### src/rtl/hilo_muldiv_ctrl_if.sv
`default_nettype none
// ============================================================================
// Module   : hilo_muldiv_ctrl_if
// Purpose  : EX-stage <-> HI/LO multiply/divide unit connection bundle.
// Revision : 1.0  initial release
// ============================================================================
interface hilo_muldiv_ctrl_if #(
  parameter int WIDTH = 32
);
  logic             op_valid;
  logic [2:0]       op;
  logic [WIDTH-1:0] rs_val;
  logic [WIDTH-1:0] rt_val;
  logic             mf_req;
  logic [WIDTH-1:0] hi;
  logic [WIDTH-1:0] lo;
  logic             busy;
  logic             stall;
  logic             done;

  modport master (
    output op_valid, op, rs_val, rt_val, mf_req,
    input  hi, lo, busy, stall, done
  );

  modport slave (
    input  op_valid, op, rs_val, rt_val, mf_req,
    output hi, lo, busy, stall, done
  );
endinterface
`default_nettype wire

### src/rtl/hilo_muldiv_ctrl.sv
`default_nettype none
// ============================================================================
// Module   : hilo_muldiv_ctrl
// Purpose  : HI/LO owner: iterative shift-add multiplier / restoring divider.
//            Optional macro HILO_FAST_MULT_EN: single-cycle multiply path.
// Revision : 1.0  initial release
// ============================================================================
module hilo_muldiv_ctrl #(
  parameter int WIDTH = 32
) (
  input  logic                clk,
  input  logic                reset,
  hilo_muldiv_ctrl_if.slave   bus
);

  localparam logic [1:0] c_IDLE    = 2'd0;
  localparam logic [1:0] c_RUN     = 2'd1;
  localparam logic [1:0] c_FIX     = 2'd2;
  localparam logic [2:0] c_OP_MTHI = 3'b100;
  localparam logic [2:0] c_OP_MTLO = 3'b101;
  localparam logic [5:0] c_LAST    = 6'd31;

  logic [1:0]         r_state;
  logic [5:0]         r_cnt;
  logic               r_is_div;
  logic               r_neg_q;
  logic               r_neg_r;
  logic               r_div_zero;
  logic [WIDTH-1:0]   r_opa;
  logic [WIDTH-1:0]   r_rs;
  logic [WIDTH-1:0]   r_hi;
  logic [WIDTH-1:0]   r_lo;
  logic [2*WIDTH-1:0] r_p;
  logic               r_done;

  logic               w_signed;
  logic               w_rs_neg;
  logic               w_rt_neg;
  logic [WIDTH-1:0]   w_rs_abs;
  logic [WIDTH-1:0]   w_rt_abs;
  logic [WIDTH:0]     w_add;
  logic [2*WIDTH-1:0] w_mul_next;
  logic [WIDTH:0]     w_shift;
  logic [WIDTH-1:0]   w_trial;
  logic               w_ge;
  logic [2*WIDTH-1:0] w_div_next;
  logic [2*WIDTH-1:0] w_prod;
  logic [WIDTH-1:0]   w_quot;
  logic [WIDTH-1:0]   w_rem;

  // op[0] clear selects the signed variant of MULT/DIV
  assign w_signed = ~bus.op[0];
  assign w_rs_neg = w_signed & bus.rs_val[WIDTH-1];
  assign w_rt_neg = w_signed & bus.rt_val[WIDTH-1];
  assign w_rs_abs = w_rs_neg ? -bus.rs_val : bus.rs_val;
  assign w_rt_abs = w_rt_neg ? -bus.rt_val : bus.rt_val;

  // Multiply: r_p = {partial product, remaining multiplier bits}
  assign w_add      = {1'b0, r_p[2*WIDTH-1:WIDTH]}
                    + {1'b0, (r_p[0] ? r_opa : {WIDTH{1'b0}})};
  assign w_mul_next = {w_add, r_p[WIDTH-1:1]};

  // Divide: r_p = {partial remainder, dividend bits shifting into quotient}
  assign w_shift    = r_p[2*WIDTH-1:WIDTH-1];
  assign w_ge       = (w_shift >= {1'b0, r_opa});
  assign w_trial    = w_shift[WIDTH-1:0] - r_opa;
  assign w_div_next = {(w_ge ? w_trial : w_shift[WIDTH-1:0]), r_p[WIDTH-2:0], w_ge};

  assign w_prod = r_neg_q ? -r_p : r_p;
  assign w_quot = r_neg_q ? -r_p[WIDTH-1:0] : r_p[WIDTH-1:0];
  assign w_rem  = r_neg_r ? -r_p[2*WIDTH-1:WIDTH] : r_p[2*WIDTH-1:WIDTH];

`ifdef HILO_FAST_MULT_EN
  logic [2*WIDTH-1:0] w_fast_prod;
  assign w_fast_prod = {{WIDTH{1'b0}}, w_rs_abs} * {{WIDTH{1'b0}}, w_rt_abs};
`endif

  always_ff @(posedge clk or negedge reset) begin
    if (!reset) begin
      r_state    <= c_IDLE;
      r_cnt      <= 6'd0;
      r_is_div   <= 1'b0;
      r_neg_q    <= 1'b0;
      r_neg_r    <= 1'b0;
      r_div_zero <= 1'b0;
      r_opa      <= {WIDTH{1'b0}};
      r_rs       <= {WIDTH{1'b0}};
      r_hi       <= {WIDTH{1'b0}};
      r_lo       <= {WIDTH{1'b0}};
      r_p        <= {(2*WIDTH){1'b0}};
      r_done     <= 1'b0;
    end else begin
      r_done <= 1'b0;
      case (r_state)
        c_IDLE: begin
          if (bus.op_valid) begin
            if (!bus.op[2]) begin
              r_is_div   <= bus.op[1];
              r_neg_q    <= w_rs_neg ^ w_rt_neg;
              r_neg_r    <= w_rs_neg;
              r_div_zero <= bus.op[1] & (bus.rt_val == {WIDTH{1'b0}});
              r_rs       <= bus.rs_val;
              r_cnt      <= 6'd0;
              if (bus.op[1]) begin
                r_opa   <= w_rt_abs;
                r_p     <= {{WIDTH{1'b0}}, w_rs_abs};
                r_state <= c_RUN;
              end else begin
`ifdef HILO_FAST_MULT_EN
                r_p     <= w_fast_prod;
                r_state <= c_FIX;
`else
                r_opa   <= w_rs_abs;
                r_p     <= {{WIDTH{1'b0}}, w_rt_abs};
                r_state <= c_RUN;
`endif
              end
            end else if (bus.op == c_OP_MTHI) begin
              r_hi <= bus.rs_val;
            end else if (bus.op == c_OP_MTLO) begin
              r_lo <= bus.rs_val;
            end
          end
        end
        c_RUN: begin
          r_p <= r_is_div ? w_div_next : w_mul_next;
          if (r_cnt == c_LAST) begin
            r_state <= c_FIX;
          end else begin
            r_cnt <= r_cnt + 6'd1;
          end
        end
        c_FIX: begin
          if (r_is_div) begin
            if (r_div_zero) begin
              r_hi <= r_rs;
              r_lo <= {WIDTH{1'b1}};
            end else begin
              r_hi <= w_rem;
              r_lo <= w_quot;
            end
          end else begin
            {r_hi, r_lo} <= w_prod;
          end
          r_state <= c_IDLE;
          r_done  <= 1'b1;
        end
        default: r_state <= c_IDLE;
      endcase
    end
  end

  assign bus.hi    = r_hi;
  assign bus.lo    = r_lo;
  assign bus.busy  = (r_state != c_IDLE);
  assign bus.stall = bus.busy & (bus.op_valid | bus.mf_req);
  assign bus.done  = r_done;

endmodule
`default_nettype wire

### src/flat_wrapper.sv
// flat-port wrapper written by rule: the top's interface ports become plain ports
module hilo_muldiv_ctrl_flat 
#(
  parameter int WIDTH = 32
)
  (clk, reset, bus_op_valid, bus_op, bus_rs_val, bus_rt_val, bus_mf_req, bus_hi, bus_lo, bus_busy, bus_stall, bus_done);
  hilo_muldiv_ctrl_if #(.WIDTH(WIDTH)) bus_i ();
  input  logic clk;
  input  logic reset;
  input wire logic [$bits(bus_i.op_valid)-1:0] bus_op_valid;
  input wire logic [$bits(bus_i.op)-1:0] bus_op;
  input wire logic [$bits(bus_i.rs_val)-1:0] bus_rs_val;
  input wire logic [$bits(bus_i.rt_val)-1:0] bus_rt_val;
  input wire logic [$bits(bus_i.mf_req)-1:0] bus_mf_req;
  output wire logic [$bits(bus_i.hi)-1:0] bus_hi;
  output wire logic [$bits(bus_i.lo)-1:0] bus_lo;
  output wire logic [$bits(bus_i.busy)-1:0] bus_busy;
  output wire logic [$bits(bus_i.stall)-1:0] bus_stall;
  output wire logic [$bits(bus_i.done)-1:0] bus_done;
  assign bus_i.op_valid = bus_op_valid;
  assign bus_i.op = bus_op;
  assign bus_i.rs_val = bus_rs_val;
  assign bus_i.rt_val = bus_rt_val;
  assign bus_i.mf_req = bus_mf_req;
  assign bus_hi = bus_i.hi;
  assign bus_lo = bus_i.lo;
  assign bus_busy = bus_i.busy;
  assign bus_stall = bus_i.stall;
  assign bus_done = bus_i.done;
  hilo_muldiv_ctrl #(.WIDTH(WIDTH)) u_core (.clk(clk), .reset(reset), .bus(bus_i));
endmodule
### config.mk
export PLATFORM = sky130hd
export DESIGN_NAME = hilo_muldiv_ctrl_flat
export DESIGN_NICKNAME = d
export VERILOG_FILES = /design/src/rtl/hilo_muldiv_ctrl_if.sv /design/src/rtl/hilo_muldiv_ctrl.sv /design/src/flat_wrapper.sv
export SDC_FILE = /design/constraint.sdc
export NUM_CORES = 1
export LEC_CHECK = 0
export BUFFER_PORTS_ARGS = -buffer_cell sky130_fd_sc_hd__buf_2
export CAP_MARGIN = 20
export CORE_ASPECT_RATIO = 1.25
export CORE_MARGIN = 5
export CORE_UTILIZATION = 55
export DETAILED_ROUTE_END_ITERATION = 8
export GPL_TIMING_DRIVEN = 0
export PLACE_DENSITY_LB_ADDON = 0.1
export SYNTH_ARGS = -nofsm -noshare
export SYNTH_HDL_FRONTEND = slang
export SYNTH_SLANG_ARGS = --single-unit
### constraint.sdc
create_clock -name clk -period 3.5 [get_ports clk]
set_clock_uncertainty 0.1 [all_clocks]
set_input_delay 0.525 -clock clk [delete_from_list [all_inputs] [get_ports clk]]
set_output_delay 0.525 -clock clk [all_outputs]
set_load 0.02 [all_outputs]
### After elaboration in Yosys (flattened, before gate mapping)

Index checks and enable logic that the tools add are counted.

* register bits after elaboration: 205
* output and inout port bits: 67
* input bits: 71
* logic and storage cells: 88

* equal/unequal tests: 13
* reduce and logical (&&, ||, !) cells: 11
* muxes and demuxes: 35
* $add $sub $neg: 8
* $lt $le $gt $ge: 1
* bitwise operators: 8

Operators with widths (number)
* 32-bit two-way mux: 19
* 64-bit two-way mux: 4
* 32-bit negation: 4
* 32-bit case mux with 2 select lines: 2
* 64-bit case mux with 2 select lines: 1
* 64-bit negation: 1
* 32-bit by 32-bit adder with 33-bit output: 1
* 33-bit by 32-bit >= comparator with 1-bit output: 1
* 32-bit zero test: 1
* 32-bit subtractor: 1
* 6-bit two-way mux: 3
* 6-bit case mux with 2 select lines: 1
* 2-bit inequality test (second input constant): 5
* 3-bit AND reduction: 3
* 4-bit AND reduction: 2
* 6-bit by 1-bit adder with 6-bit output (second input constant): 1
* 3-bit equality test (second input constant): 2
* 6-bit by 5-bit equality test with 1-bit output (second input constant): 1
* 2-bit two-way mux: 3
* 2-bit by 1-bit inequality test with 1-bit output (second input constant): 3
* 2-bit nonzero test: 3
* 5-bit AND reduction: 1
* 1-bit bitwise AND: 4
* 2-bit case mux with 2 select lines: 1
* 7 further kinds: 8

### Logic depth before layout (Yosys ltp)

Gate-level depths: netlist of run 1.

* depth in word-level cells: 7
* depth in mapped cells: 14
* depth with buffers taken out: 13

### Worst setup path before layout of run 1

No wires, ideal clock.

* kind: reg-to-reg
* start: register u_core.r_p[0]
* end: register u_core.r_p[60]
* setup slack: -0.073 ns
* stages on the path, launching flop included: 14
* data required time: 3.274 ns
* period minus slack after synthesis: 3.573 ns
* path buffers: 1
* library setup time: 0.126 ns
* data arrival time: 3.346 ns
* path through: dfrtp_1 -> inv_1 -> clkbuf_1 -> nor2_1 -> ha_1 -> and4_1 -> and4_1 -> o311ai_0 -> a31oi_1 -> o21ai_0 -> a2111oi_0 -> o41ai_1 -> xnor2_1 -> a221o_1

* word-level cells in the longest chain between the ends: 4

RTL lines
* start, declared: line hilo_muldiv_ctrl.sv:33 `logic [2*WIDTH-1:0] r_p;`
* start signal, assigned: line hilo_muldiv_ctrl.sv:90 `r_p <= {(2*WIDTH){1'b0}};`
* start signal, assigned: line hilo_muldiv_ctrl.sv:106 `r_p <= {{WIDTH{1'b0}}, w_rs_abs};`
* start signal, assigned: line hilo_muldiv_ctrl.sv:114 `r_p <= {{WIDTH{1'b0}}, w_rt_abs};`
* 32-bit two-way mux: line hilo_muldiv_ctrl.sv:60 `+ {1'b0, (r_p[0] ? r_opa : {WIDTH{1'b0}})};`
* 32-bit by 32-bit adder with 33-bit output: line hilo_muldiv_ctrl.sv:60
* 64-bit two-way mux: line hilo_muldiv_ctrl.sv:126 `r_p <= r_is_div ? w_div_next : w_mul_next;`
* 64-bit case mux with 2 select lines: line hilo_muldiv_ctrl.sv:94 `case (r_state)`

No other way between the ends.
A chain may end at the register's enable or synchronous reset.

### Worst setup path in the final report of run 1

* start: register u_core.r_state[0]
* end: register u_core.r_p[3]

* word-level cells in the longest chain between the ends: 3
* elaborated cells between the ends (all ways): 7
* classes of those cells: eq/ne (3); mux (1); reduce/logical (3)

RTL lines
* start, declared: line hilo_muldiv_ctrl.sv:23 `logic [1:0] r_state;`
* start signal, assigned: line hilo_muldiv_ctrl.sv:80 `r_state <= c_IDLE;`
* start signal, assigned: line hilo_muldiv_ctrl.sv:107 `r_state <= c_RUN;`
* start signal, assigned: line hilo_muldiv_ctrl.sv:115 `r_state <= c_RUN;`
* 2-bit by 1-bit equality test with 1-bit output / 2-bit zero test (equally long branches): line hilo_muldiv_ctrl.sv:94
* 2-bit nonzero test (no source line) / 2-bit inequality test (equally long branches)
* 3-bit AND reduction (no source line)

Parallel ways exist; a longest one is shown, timed or not.

==> impl_table.tex, run 1 <==
\begin{tabular}{lr}
\hline
Metric & Value \\
\hline
\multicolumn{2}{l}{\textbf{Status}} \\
\quad Status & complete, but fails checks \\
\quad Failing checks & setup timing \\
\multicolumn{2}{l}{\textbf{Synthesis}} \\
\quad Yosys synthesis warning count & 0 \\
\quad Mapped Nets & between 2,000 and 2,500 \\
\quad Area share of the largest cell type after synthesis & 29.5\% \\
\quad Post-synth EDFFs & 0 \\
\quad Commonest register cell after synthesis & sky130\_fd\_sc\_hd\_\_dfrtp\_1 \\
\quad Mean Syn Cell Area & between 7 and 8 um\^{}2 \\
\quad Syn Std Cell Area & approximately 0.017 mm\^{}2 \\
\quad Distinct cells, synth & between 70 and 80 \\
\quad Cell type with the highest aggregate area in the netlist & sky130\_fd\_sc\_hd\_\_dfrtp\_1 \\
\quad Main area contributors after synthesis & sky130\_fd\_sc\_hd\_\_dfrtp\_1 (29\%), sky130\_fd\_sc\_hd\_\_nand2\_1 (7.1\%), sky130\_fd\_sc\_hd\_\_o21ai\_0 (6.8\%) \\
\quad Syn Inst Count & roughly 2,300 \\
\quad Fraction of the yosys area taken by sequential cells & 29.5\% \\
\quad Synth async-reset ratio & 100\% \\
\quad Synthesized flop and latch total & about 210 \\
\multicolumn{2}{l}{\textbf{Placement}} \\
\quad Total half-perimeter wirelength after legalization and detailed placement & 60.5 mm \\
\quad Placed Instance Area & 0.0186 mm\^{}2 \\
\quad Final GP Congestion & between 1 and 1.5 \\
\quad Place WS & -1.03 ns \\
\quad IO Port Bufs & 130 \\
\multicolumn{2}{l}{\textbf{Detailed routing}} \\
\quad Detailed Route Iter0 Violations & 2,883 \\
\quad Total via count after detailed routing & 19,846 \\
\quad Detail-routed via count per cell & slightly below 7 \\
\quad Final wirelength & between 70 and 80 mm \\
\quad Detailed Routing Iterations Pass 1 & 8 \\
\quad Routed length per instance & roughly 27 um \\
\quad Number of routed nets with antenna violations & 0 \\
\quad DRC violations left & 0 \\
\multicolumn{2}{l}{\textbf{Power}} \\
\quad Final Power & approximately 23 mW \\
\quad Total power divided by cell area & approximately 1100 mW/mm\^{}2 \\
\quad Largest voltage drop on the vdd net & 0.881 mV \\
\quad Leak pwr & around 8.6 nW \\
\multicolumn{2}{l}{\textbf{Timing}} \\
\quad Unrepaired setup endpoints after global routing & yes \\
\quad Number of max-slew violations in the final report & 0 \\
\quad Worst setup margin & -0.0719 ns \\
\quad Final setup fails & 9 \\
\quad Rel. slew slack & 31.1\% \\
\quad Share of the clock period used by the worst path after layout & 102\% \\
\quad Sum Neg Setup Slack & -0.302 ns \\
\quad Post-route worst hold slack & between 0.15 and 0.2 ns \\
\quad Achievable frequency & around 280 MHz \\
\quad Final hold violation count & 0 \\
\quad Minimum clock period after layout & 3.57 ns \\
\quad Actual slew at the worst max-slew pin & 1.03 ns \\
\multicolumn{2}{l}{\textbf{Setup path}} \\
\quad Gate family responsible for the most delay along the worst path & buffers and inverters \\
\quad Cell at the slowest stage of the critical path & sky130\_fd\_sc\_hd\_\_clkbuf\_1 \\
\quad Worst-case reg-to-reg path depth & 6 \\
\quad Critical path data arrival time & 3.87 ns \\
\quad Critical path, cell by cell & a21oi\_1 -> or2\_2 -> clkbuf\_1 -> clkbuf\_1 -> clkbuf\_1 -> o21ai\_0 \\
\quad Startpoint type of the worst setup path & flip-flop \\
\quad Buf+Inv Stages, Crit Path & 3 \\
\quad Slowest cell delay on critical path & around 0.70 ns \\
\quad Start point of the critical path & u\_core.r\_state[0] \\
\quad Startpoint of the worst-slack reg-to-reg timing path & u\_core.r\_state[0] \\
\quad Required time of the critical path & $\sim$3.8 ns \\
\quad Worst Path Max Fanout & 10 \\
\quad Most Frequent Cell on Critical Path & sky130\_fd\_sc\_hd\_\_clkbuf\_1 \\
\quad Category of the most critical setup path & flip-flop to flip-flop \\
\quad Number of gates on the worst path with buffers counted & 6 \\
\quad Type of element capturing the critical path & flip-flop \\
\multicolumn{2}{l}{\textbf{Hold path}} \\
\quad Worst hold path startpoint & bus\_rs\_val[26] \\
\quad Worst min-delay path category & input port to flip-flop \\
\quad Count of cells along the worst hold path & 3 \\
\multicolumn{2}{l}{\textbf{Die}} \\
\quad Vertical die dimension & roughly 210 um \\
\quad Die Wd & 169 um \\
\quad IO Count & roughly 140 \\
\quad Cell Rows & 72 \\
\quad Core outline area & 0.0311 mm\^{}2 \\
\quad Area of the die & 0.0353 mm\^{}2 \\
\quad Initial standard-cell utilization of the core & between 50\% and 60\% \\
\multicolumn{2}{l}{\textbf{Clocking}} \\
\quad Sink Count & just over 200 \\
\quad Source-to-sink clock delay at the later pin of the worst-skew pair & around 0.57 ns \\
\quad Deepest level of the CTS H-tree & 1 \\
\quad CTS max path bufs & 3 \\
\quad TritonCTS clock tree & done \\
\quad Post-CTS clock slew at the launch and capture registers of the worst setup and hold paths & around 0.070 ns \\
\quad Cts bufs inserted & 24 \\
\quad CTS Root Cell & sky130\_fd\_sc\_hd\_\_clkbuf\_16 \\
\multicolumn{2}{l}{\textbf{Final layout}} \\
\quad Area growth syn-to-layout & 16.5\% \\
\quad Area occupied by registers & about 0.005 mm\^{}2 \\
\quad Multi-input logic area & 0.0119 mm\^{}2 \\
\quad Cell area after layout & between 0.02 and 0.025 mm\^{}2 \\
\quad Layout cells sized above 1 & between 10\% and 20\% \\
\quad Number of filler cells placed in the layout & between 2,000 and 3,000 \\
\quad Net count reported at finish & between 2,000 and 3,000 \\
\multicolumn{2}{l}{\textbf{Global route}} \\
\quad Total global-route track usage & between 40\% and 50\% \\
\quad Overflow left after global routing & 0 \\
\quad Vias in the first global route & 18,562 \\
\quad Wire length of the first global-routing pass & approximately 110 mm \\
\quad Largest net degree at the start of global routing & 113 \\
\quad Number of antenna violations at the first check in global routing & 1 \\
\multicolumn{2}{l}{\textbf{Job}} \\
\quad Count of maximum capacitance violations & 0 \\
\hline
\end{tabular}
synthesized netlist by cell type (5+ instances only):
cell,number
sky130_fd_sc_hd__a211oi_1,19
sky130_fd_sc_hd__a21o_1,29
sky130_fd_sc_hd__a21oi_1,194
sky130_fd_sc_hd__a221o_1,9
sky130_fd_sc_hd__a221oi_1,7
sky130_fd_sc_hd__a22oi_1,10
sky130_fd_sc_hd__a311oi_1,5
sky130_fd_sc_hd__a31oi_1,34
sky130_fd_sc_hd__a32o_1,5
sky130_fd_sc_hd__and2_1,9
sky130_fd_sc_hd__and3_1,16
sky130_fd_sc_hd__and4_1,5
sky130_fd_sc_hd__buf_1,16
sky130_fd_sc_hd__clkbuf_1,155
sky130_fd_sc_hd__dfrtp_1,205
sky130_fd_sc_hd__ha_1,69
sky130_fd_sc_hd__inv_1,72
sky130_fd_sc_hd__mux2i_1,46
sky130_fd_sc_hd__nand2_1,330
sky130_fd_sc_hd__nand2b_1,22
sky130_fd_sc_hd__nand3_1,54
sky130_fd_sc_hd__nand3b_1,5
sky130_fd_sc_hd__nand4_1,18
sky130_fd_sc_hd__nor2_1,219
sky130_fd_sc_hd__nor2b_1,13
sky130_fd_sc_hd__nor3_1,58
sky130_fd_sc_hd__nor4_1,20
sky130_fd_sc_hd__o211ai_1,26
sky130_fd_sc_hd__o21a_1,16
sky130_fd_sc_hd__o21ai_0,237
sky130_fd_sc_hd__o221ai_1,21
sky130_fd_sc_hd__o22a_1,6
sky130_fd_sc_hd__o22ai_1,50
sky130_fd_sc_hd__o31ai_1,25
sky130_fd_sc_hd__o41ai_1,11
sky130_fd_sc_hd__or2_2,10
sky130_fd_sc_hd__or3_1,24
sky130_fd_sc_hd__or4_1,9
sky130_fd_sc_hd__xnor2_1,106
sky130_fd_sc_hd__xor2_1,66
flip-flops by register name, indices dropped and copies added, names as in the netlist, 2 cells and up:
| name | flops |
|---|---|
| u_core.r_rs | 32 |
| u_core.r_opa | 32 |
| u_core.r_state | 2 |
| u_core.bus.lo | 32 |
| u_core.bus.hi | 32 |
| u_core.r_cnt | 6 |
| u_core.r_p | 64 |
cell type report:
cell class	instances	share of cell area, %
tap	407	2.51
antenna	1	0.0123
clock inverter	16	0.950
timing repair buffer	164	4.65
multi-input combinational	1874	58.7
sequential	205	25.4
inverter	74	1.41
clock buffer	28	3.18
buffer	159	3.25
per-stage QoR:
step	cells	utilization [%]
after floorplan	2328	-
after global placement	2865	59.7
after detailed placement	2866	59.9
after CTS	2920	63.3
after global routing	2927	65.2
final	2928	65.2
power by group:
group	internal, mW	switching [mW]	total (mW)
combinational	5.73	10.2	15.9
sequential	3.44	1.20	4.64
clock	1.56	1.18	2.74
total	10.7	12.6	23.3
worst paths after layout:
| check | end | slack, ns |
|---|---|---|
| setup / recovery | u_core.r_p[3] | -0.07 |
| hold / removal | u_core.r_rs[26] | 0.18 |
| setup reg to reg | u_core.r_p[3] | -0.07 |
| hold reg to reg | u_core.bus.hi[14] | 0.38 |
| max in group asynchronous | u_core.r_p[31] | 1.69 |
| min in group asynchronous | u_core.bus.hi[12] | 0.51 |
kinds of logic after synthesis:
logic type               share of synthesized area [%]
AO/OA/AOI/OAI                                     26.7
XOR/XNOR                                          8.66
adder cells (fa/ha/maj)                           5.19
buffers and inverters                             5.43
flip-flops                                        29.5
multiplexers                                      2.90
AND/OR/NAND/NOR                                   21.7
worst register-to-register path, delay by kind of cell (launching register included):
| family | cells | cell delay, ns |
|---|---|---|
| AND/OR/NAND/NOR | 1 | 0.18 |
| flip-flops | 1 | 0.56 |
| AO/OA/AOI/OAI | 2 | 0.68 |
| buffers and inverters | 3 | 1.90 |
routing by layer:
metal | wire (um) | vias to the layer above | GRT usage, %
met3 | 8650 | 358 | 8.66
met1 | 28600 | 9370 | 52.7
met2 | 34400 | 1415 | 65.1
met4 | 6460 | 0 | 27.3
li1 | - | 8703 | -
met5 | 0 | - | 0
timing repair:
| item | CTS | global route |
|---|---|---|
| pin swaps | 10 | 23 |
| resized for setup | 49 | 99 |
| endpoints found under the hold margin | 93 | 0 |
| hold buffers | 1 | 0 |
| gates cloned | 0 | 0 |
| setup buffers | 11 | 21 |
| setup endpoints to repair | 65 | 59 |
cell usage in the layout (no fill, tap or decap), types with 11 or more instances in the layout:
| cell | instances |
|---|---|
| sky130_fd_sc_hd__mux2i_1 | 46 |
| sky130_fd_sc_hd__nand2b_1 | 21 |
| sky130_fd_sc_hd__o211ai_1 | 26 |
| sky130_fd_sc_hd__and3_1 | 15 |
| sky130_fd_sc_hd__a211oi_1 | 18 |
| sky130_fd_sc_hd__clkbuf_1 | 128 |
| sky130_fd_sc_hd__buf_4 | 35 |
| sky130_fd_sc_hd__nand2_1 | 329 |
| sky130_fd_sc_hd__nand4_1 | 18 |
| sky130_fd_sc_hd__or3_1 | 22 |
| sky130_fd_sc_hd__nor2b_1 | 11 |
| sky130_fd_sc_hd__a21oi_1 | 190 |
| sky130_fd_sc_hd__o21a_1 | 16 |
| sky130_fd_sc_hd__o31ai_1 | 21 |
| sky130_fd_sc_hd__buf_1 | 14 |
| sky130_fd_sc_hd__xor2_1 | 66 |
| sky130_fd_sc_hd__ha_1 | 51 |
| sky130_fd_sc_hd__xnor2_1 | 105 |
| sky130_fd_sc_hd__o22ai_1 | 50 |
| sky130_fd_sc_hd__a21o_1 | 29 |
| sky130_fd_sc_hd__o221ai_1 | 21 |
| sky130_fd_sc_hd__o21ai_0 | 232 |
| sky130_fd_sc_hd__ha_4 | 13 |
| sky130_fd_sc_hd__a31oi_1 | 33 |
| sky130_fd_sc_hd__nand3_1 | 50 |
| sky130_fd_sc_hd__nor4_1 | 12 |
| sky130_fd_sc_hd__inv_1 | 69 |
| sky130_fd_sc_hd__clkbuf_16 | 24 |
| sky130_fd_sc_hd__dfrtp_1 | 196 |
| sky130_fd_sc_hd__buf_2 | 129 |
| sky130_fd_sc_hd__nor3_1 | 50 |
| sky130_fd_sc_hd__nor2_1 | 219 |
Note: power is estimated with default switching activity, not from simulation.
==> run 2: changes to the inputs <==
--- a/config.mk
+++ b/config.mk
@@ -5,6 +5,7 @@
 export SDC_FILE = /design/constraint.sdc
 export NUM_CORES = 1
 export LEC_CHECK = 0
+export ABC_CLOCK_PERIOD_IN_PS = 3500
 export BUFFER_PORTS_ARGS = -buffer_cell sky130_fd_sc_hd__buf_2
 export CAP_MARGIN = 20
 export CORE_ASPECT_RATIO = 1.25
@@ -13,6 +14,7 @@
 export DETAILED_ROUTE_END_ITERATION = 8
 export GPL_TIMING_DRIVEN = 0
 export PLACE_DENSITY_LB_ADDON = 0.1
+export SKIP_CTS_REPAIR_TIMING = 1
 export SYNTH_ARGS = -nofsm -noshare
 export SYNTH_HDL_FRONTEND = slang
 export SYNTH_SLANG_ARGS = --single-unit
==> run 2 against run 1 <==
Clock power is essentially flat. Critical endpoint is now u_core.r_p[60]. Count of clock-buffer cells in the layout stayed put. Setup slack got worse by 0.013 ns. Final cell count is 0.31% lower. Utilization shrank 0.31 points. Combinational power hardly changed. Largest cell class unchanged. Flip-flop and latch count stayed put. The run ends with DRC, setup timing left. Highest routed layer unchanged.
==> impl_table.tex, run 2 (synthesized netlist as in run 1, its figures left out) <==
\begin{tabular}{lr}
\hline
Metric & Value \\
\hline
\multicolumn{2}{l}{\textbf{Clocking}} \\
\quad Post-CTS clock slew at the launch and capture registers of the worst setup and hold paths & 0.07 ns (about the same) \\
\quad Deepest level of the CTS H-tree & 1 (unchanged) \\
\quad Source-to-sink clock delay at the later pin of the worst-skew pair & 0.58 ns (was 0.57 ns) \\
\quad Sink Count & 205 (unchanged) \\
\quad Cts bufs inserted & 24 (unchanged) \\
\quad TritonCTS clock tree & done (unchanged) \\
\quad CTS max path bufs & 3 (unchanged) \\
\quad CTS Root Cell & sky130\_fd\_sc\_hd\_\_clkbuf\_16 (unchanged) \\
\multicolumn{2}{l}{\textbf{Die}} \\
\quad Initial standard-cell utilization of the core & 56.0\% (unchanged) \\
\quad Vertical die dimension & 209 um (unchanged) \\
\quad IO Count & 138 (unchanged) \\
\quad Die Wd & 169 um (unchanged) \\
\quad Core outline area & 0.0311 mm\^{}2 (unchanged) \\
\quad Cell Rows & 72 (unchanged) \\
\quad Area of the die & 0.0353 mm\^{}2 (unchanged) \\
\multicolumn{2}{l}{\textbf{Job}} \\
\quad Count of maximum capacitance violations & 0 (unchanged) \\
\multicolumn{2}{l}{\textbf{Hold path}} \\
\quad Worst hold path startpoint & bus\_rs\_val[7] (was bus\_rs\_val[26]) \\
\quad Worst min-delay path category & input port to flip-flop (unchanged) \\
\multicolumn{2}{l}{\textbf{Global route}} \\
\quad Total global-route track usage & 41.7\% (was 41.9\%) \\
\quad Vias in the first global route & 18,478 (was 18,562) \\
\quad Overflow left after global routing & 0 (unchanged) \\
\quad Number of antenna violations at the first check in global routing & 1 (unchanged) \\
\quad Largest net degree at the start of global routing & 113 (unchanged) \\
\quad Wire length of the first global-routing pass & 113 mm (was 114 mm) \\
\multicolumn{2}{l}{\textbf{Setup path}} \\
\quad Cell at the slowest stage of the critical path & sky130\_fd\_sc\_hd\_\_dfrtp\_2 (was sky130\_fd\_sc\_hd\_\_clkbuf\_1) \\
\quad Start point of the critical path & u\_core.r\_p[0] (was u\_core.r\_state[0]) \\
\quad Critical path, cell by cell & inv\_4 -> buf\_6 -> nor2\_1 -> ha\_4 -> a21o\_1 -> a21o\_1 -> o211ai\_1 -> a31oi\_1 -> buf\_4 -> o21ai\_2 -> a2111oi\_4 -> o41ai\_2 -> xnor2\_1 -> a221o\_1 (was a21oi\_1 -> or2\_2 -> clkbuf\_1 -> clkbuf\_1 -> clkbuf\_1 -> o21ai\_0) \\
\quad Category of the most critical setup path & flip-flop to flip-flop (unchanged) \\
\quad Buf+Inv Stages, Crit Path & 3 (unchanged) \\
\quad Worst Path Max Fanout & 10 (unchanged) \\
\quad Required time of the critical path & 3.84 ns (was 3.80 ns) \\
\quad Startpoint type of the worst setup path & flip-flop (unchanged) \\
\quad Critical path data arrival time & 3.93 ns (was 3.87 ns) \\
\quad Gate family responsible for the most delay along the worst path & compound AO/OA/AOI/OAI gates (was buffers and inverters) \\
\quad Slowest cell delay on critical path & 0.48 ns (was 0.70 ns) \\
\quad Most Frequent Cell on Critical Path & sky130\_fd\_sc\_hd\_\_a21o\_1 (was sky130\_fd\_sc\_hd\_\_clkbuf\_1) \\
\quad Startpoint of the worst-slack reg-to-reg timing path & u\_core.r\_p[0] (was u\_core.r\_state[0]) \\
\quad Type of element capturing the critical path & flip-flop (unchanged) \\
\multicolumn{2}{l}{\textbf{Detailed routing}} \\
\quad DRC violations left & 2 (was 0) \\
\quad Total via count after detailed routing & 19,837 (was 19,846) \\
\quad Met2 wire length & 34.2 mm (was 34.4 mm) \\
\quad Top Layer Used & met4 (unchanged) \\
\quad Routed length per instance & 26.7 um (was 26.6 um) \\
\quad Detailed Routing Iterations Pass 1 & 9 (was 8) \\
\quad Final wirelength & 78.0 mm (about the same) \\
\quad Detailed Route Iter0 Violations & 3,074 (was 2,883) \\
\quad Total length of routed met3 wires & 8.68 mm (was 8.65 mm) \\
\quad Number of routed nets with antenna violations & 0 (unchanged) \\
\quad Detail-routed via count per cell & 6.80 (was 6.78) \\
\quad Met1 layer wirelength in the final routing & 28.6 mm (about the same) \\
\multicolumn{2}{l}{\textbf{Placement}} \\
\quad Final GP Congestion & 1.06 (unchanged) \\
\quad IO Port Bufs & 130 (unchanged) \\
\quad Total half-perimeter wirelength after legalization and detailed placement & 60.5 mm (unchanged) \\
\quad Post-Place Cells & 2,866 (unchanged) \\
\multicolumn{2}{l}{\textbf{Power}} \\
\quad Largest voltage drop on the vdd net & 0.924 mV (was 0.881 mV) \\
\quad Leak pwr & 8.51 nW (was 8.55 nW) \\
\quad Total power divided by cell area & 1150 mW/mm\^{}2 (about the same) \\
\quad Final Power & 23.2 mW (was 23.3 mW) \\
\multicolumn{2}{l}{\textbf{Final layout}} \\
\quad Multi-input logic area & 0.0119 mm\^{}2 (about the same) \\
\quad Most used cells in the layout excluding fill and tap cells & sky130\_fd\_sc\_hd\_\_nand2\_1 (329), sky130\_fd\_sc\_hd\_\_o21ai\_0 (231), sky130\_fd\_sc\_hd\_\_nor2\_1 (218), sky130\_fd\_sc\_hd\_\_dfrtp\_1 (196), sky130\_fd\_sc\_hd\_\_a21oi\_1 (190) (was sky130\_fd\_sc\_hd\_\_nand2\_1 (329), sky130\_fd\_sc\_hd\_\_o21ai\_0 (232), sky130\_fd\_sc\_hd\_\_nor2\_1 (219), sky130\_fd\_sc\_hd\_\_dfrtp\_1 (196), sky130\_fd\_sc\_hd\_\_a21oi\_1 (190)) \\
\quad Number of cells in the finished layout apart from fillers & 2,919 (was 2,928) \\
\quad Net count reported at finish & 2,635 (was 2,644) \\
\quad Layout cells sized above 1 & 12.9\% (was 13.4\%) \\
\quad Area occupied by registers & 0.00514 mm\^{}2 (unchanged) \\
\quad Commonest non-fill, non-tap cell in the layout & sky130\_fd\_sc\_hd\_\_nand2\_1 (unchanged) \\
\quad Number of filler cells placed in the layout & 2,761 (was 2,752) \\
\quad Register name with the most flops & u\_core.r\_p (unchanged) \\
\quad Area growth syn-to-layout & 16.0\% (was 16.5\%) \\
\quad Largest register FFs & 64 (unchanged) \\
\multicolumn{2}{l}{\textbf{Timing}} \\
\quad Rel. slew slack & 31.4\% (was 31.1\%) \\
\quad Actual slew at the worst max-slew pin & 1.03 ns (about the same) \\
\quad Minimum clock period after layout & 3.59 ns (was 3.57 ns) \\
\quad Final hold violation count & 0 (unchanged) \\
\quad Worst setup margin & -0.0852 ns (was -0.0719 ns) \\
\quad Share of the clock period used by the worst path after layout & 102\% (about the same) \\
\quad Final setup fails & 6 (was 9) \\
\quad Achievable frequency & 279 MHz (was 280 MHz) \\
\quad Unrepaired setup endpoints after global routing & yes (unchanged) \\
\quad Number of max-slew violations in the final report & 0 (unchanged) \\
\multicolumn{2}{l}{\textbf{Status}} \\
\quad Status & complete, but fails checks (unchanged) \\
\quad Failing checks & DRC, setup timing (was setup timing) \\
\hline
\end{tabular}
==> run 2: cell types whose count changed in the layout (fill, tap and decap cells not counted), sizes merged <==
cell,change
buf,-8
clkbuf,-1
==> run 2: final timing paths <==
path	end	slack, ns	cells after the start
hold / removal	u_core.r_rs[7]	0.18	3
setup reg to reg	u_core.r_p[60]	-0.09	14
max in group asynchronous	u_core.r_p[6]	1.73	3
hold reg to reg	u_core.bus.hi[14]	0.38	2
setup / recovery	u_core.r_p[60]	-0.09	14
min in group asynchronous	u_core.bus.hi[0]	0.50	2
==> run 2: tightest hold or removal path, cell delays in order <==
cell and delay [ns]:
sky130_fd_sc_hd__buf_2 0.17, sky130_fd_sc_hd__nand2_1 0.08, sky130_fd_sc_hd__nand2_1 0.04
==> run 2: per-stage QoR <==
stage	setup slack [ns]	TNS (ns)	hold slack (ns)	cell area [um^2]	util, %
after floorplan	0.0406	0	0.129	17400	-
after global placement	-1.70	-359.23	0.358	18600	59.7
after detailed placement	-1.03	-20.77	0.365	18600	59.9
after CTS	-1.09	-22.57	-0.0688	19400	62.6
after global routing	-0.154	-0.589	0.183	20200	64.9
final	-0.0852	-0.275	0.178	20200	64.9
==> run 2: metal layers <==
metal | track usage, % | up-vias
met5 | 0 | -
met1 | 52.8 | 9307
met4 | 27.1 | 0
li1 | - | 8687
met2 | 65.0 | 1468
met3 | 8.07 | 375
==> run 2: cell type report <==
type / instances / area share, %
Multi-Input combinational cell: 1874 / 58.9
Buffer: 158 / 3.19
Inverter: 74 / 1.42
Tap cell: 407 / 2.52
Antenna cell: 1 / 0.0124
Clock buffer: 28 / 3.20
Sequential cell: 205 / 25.5
Timing Repair Buffer: 156 / 4.37
Clock inverter: 16 / 0.955
==> run 2: report_power, final <==
group / internal (mW) / leakage [nW] / switching, mW
logic: 5.68 / 5.56 / 10.2
registers: 3.44 / 2.54 / 1.20
clock network: 1.56 / 0.406 / 1.19
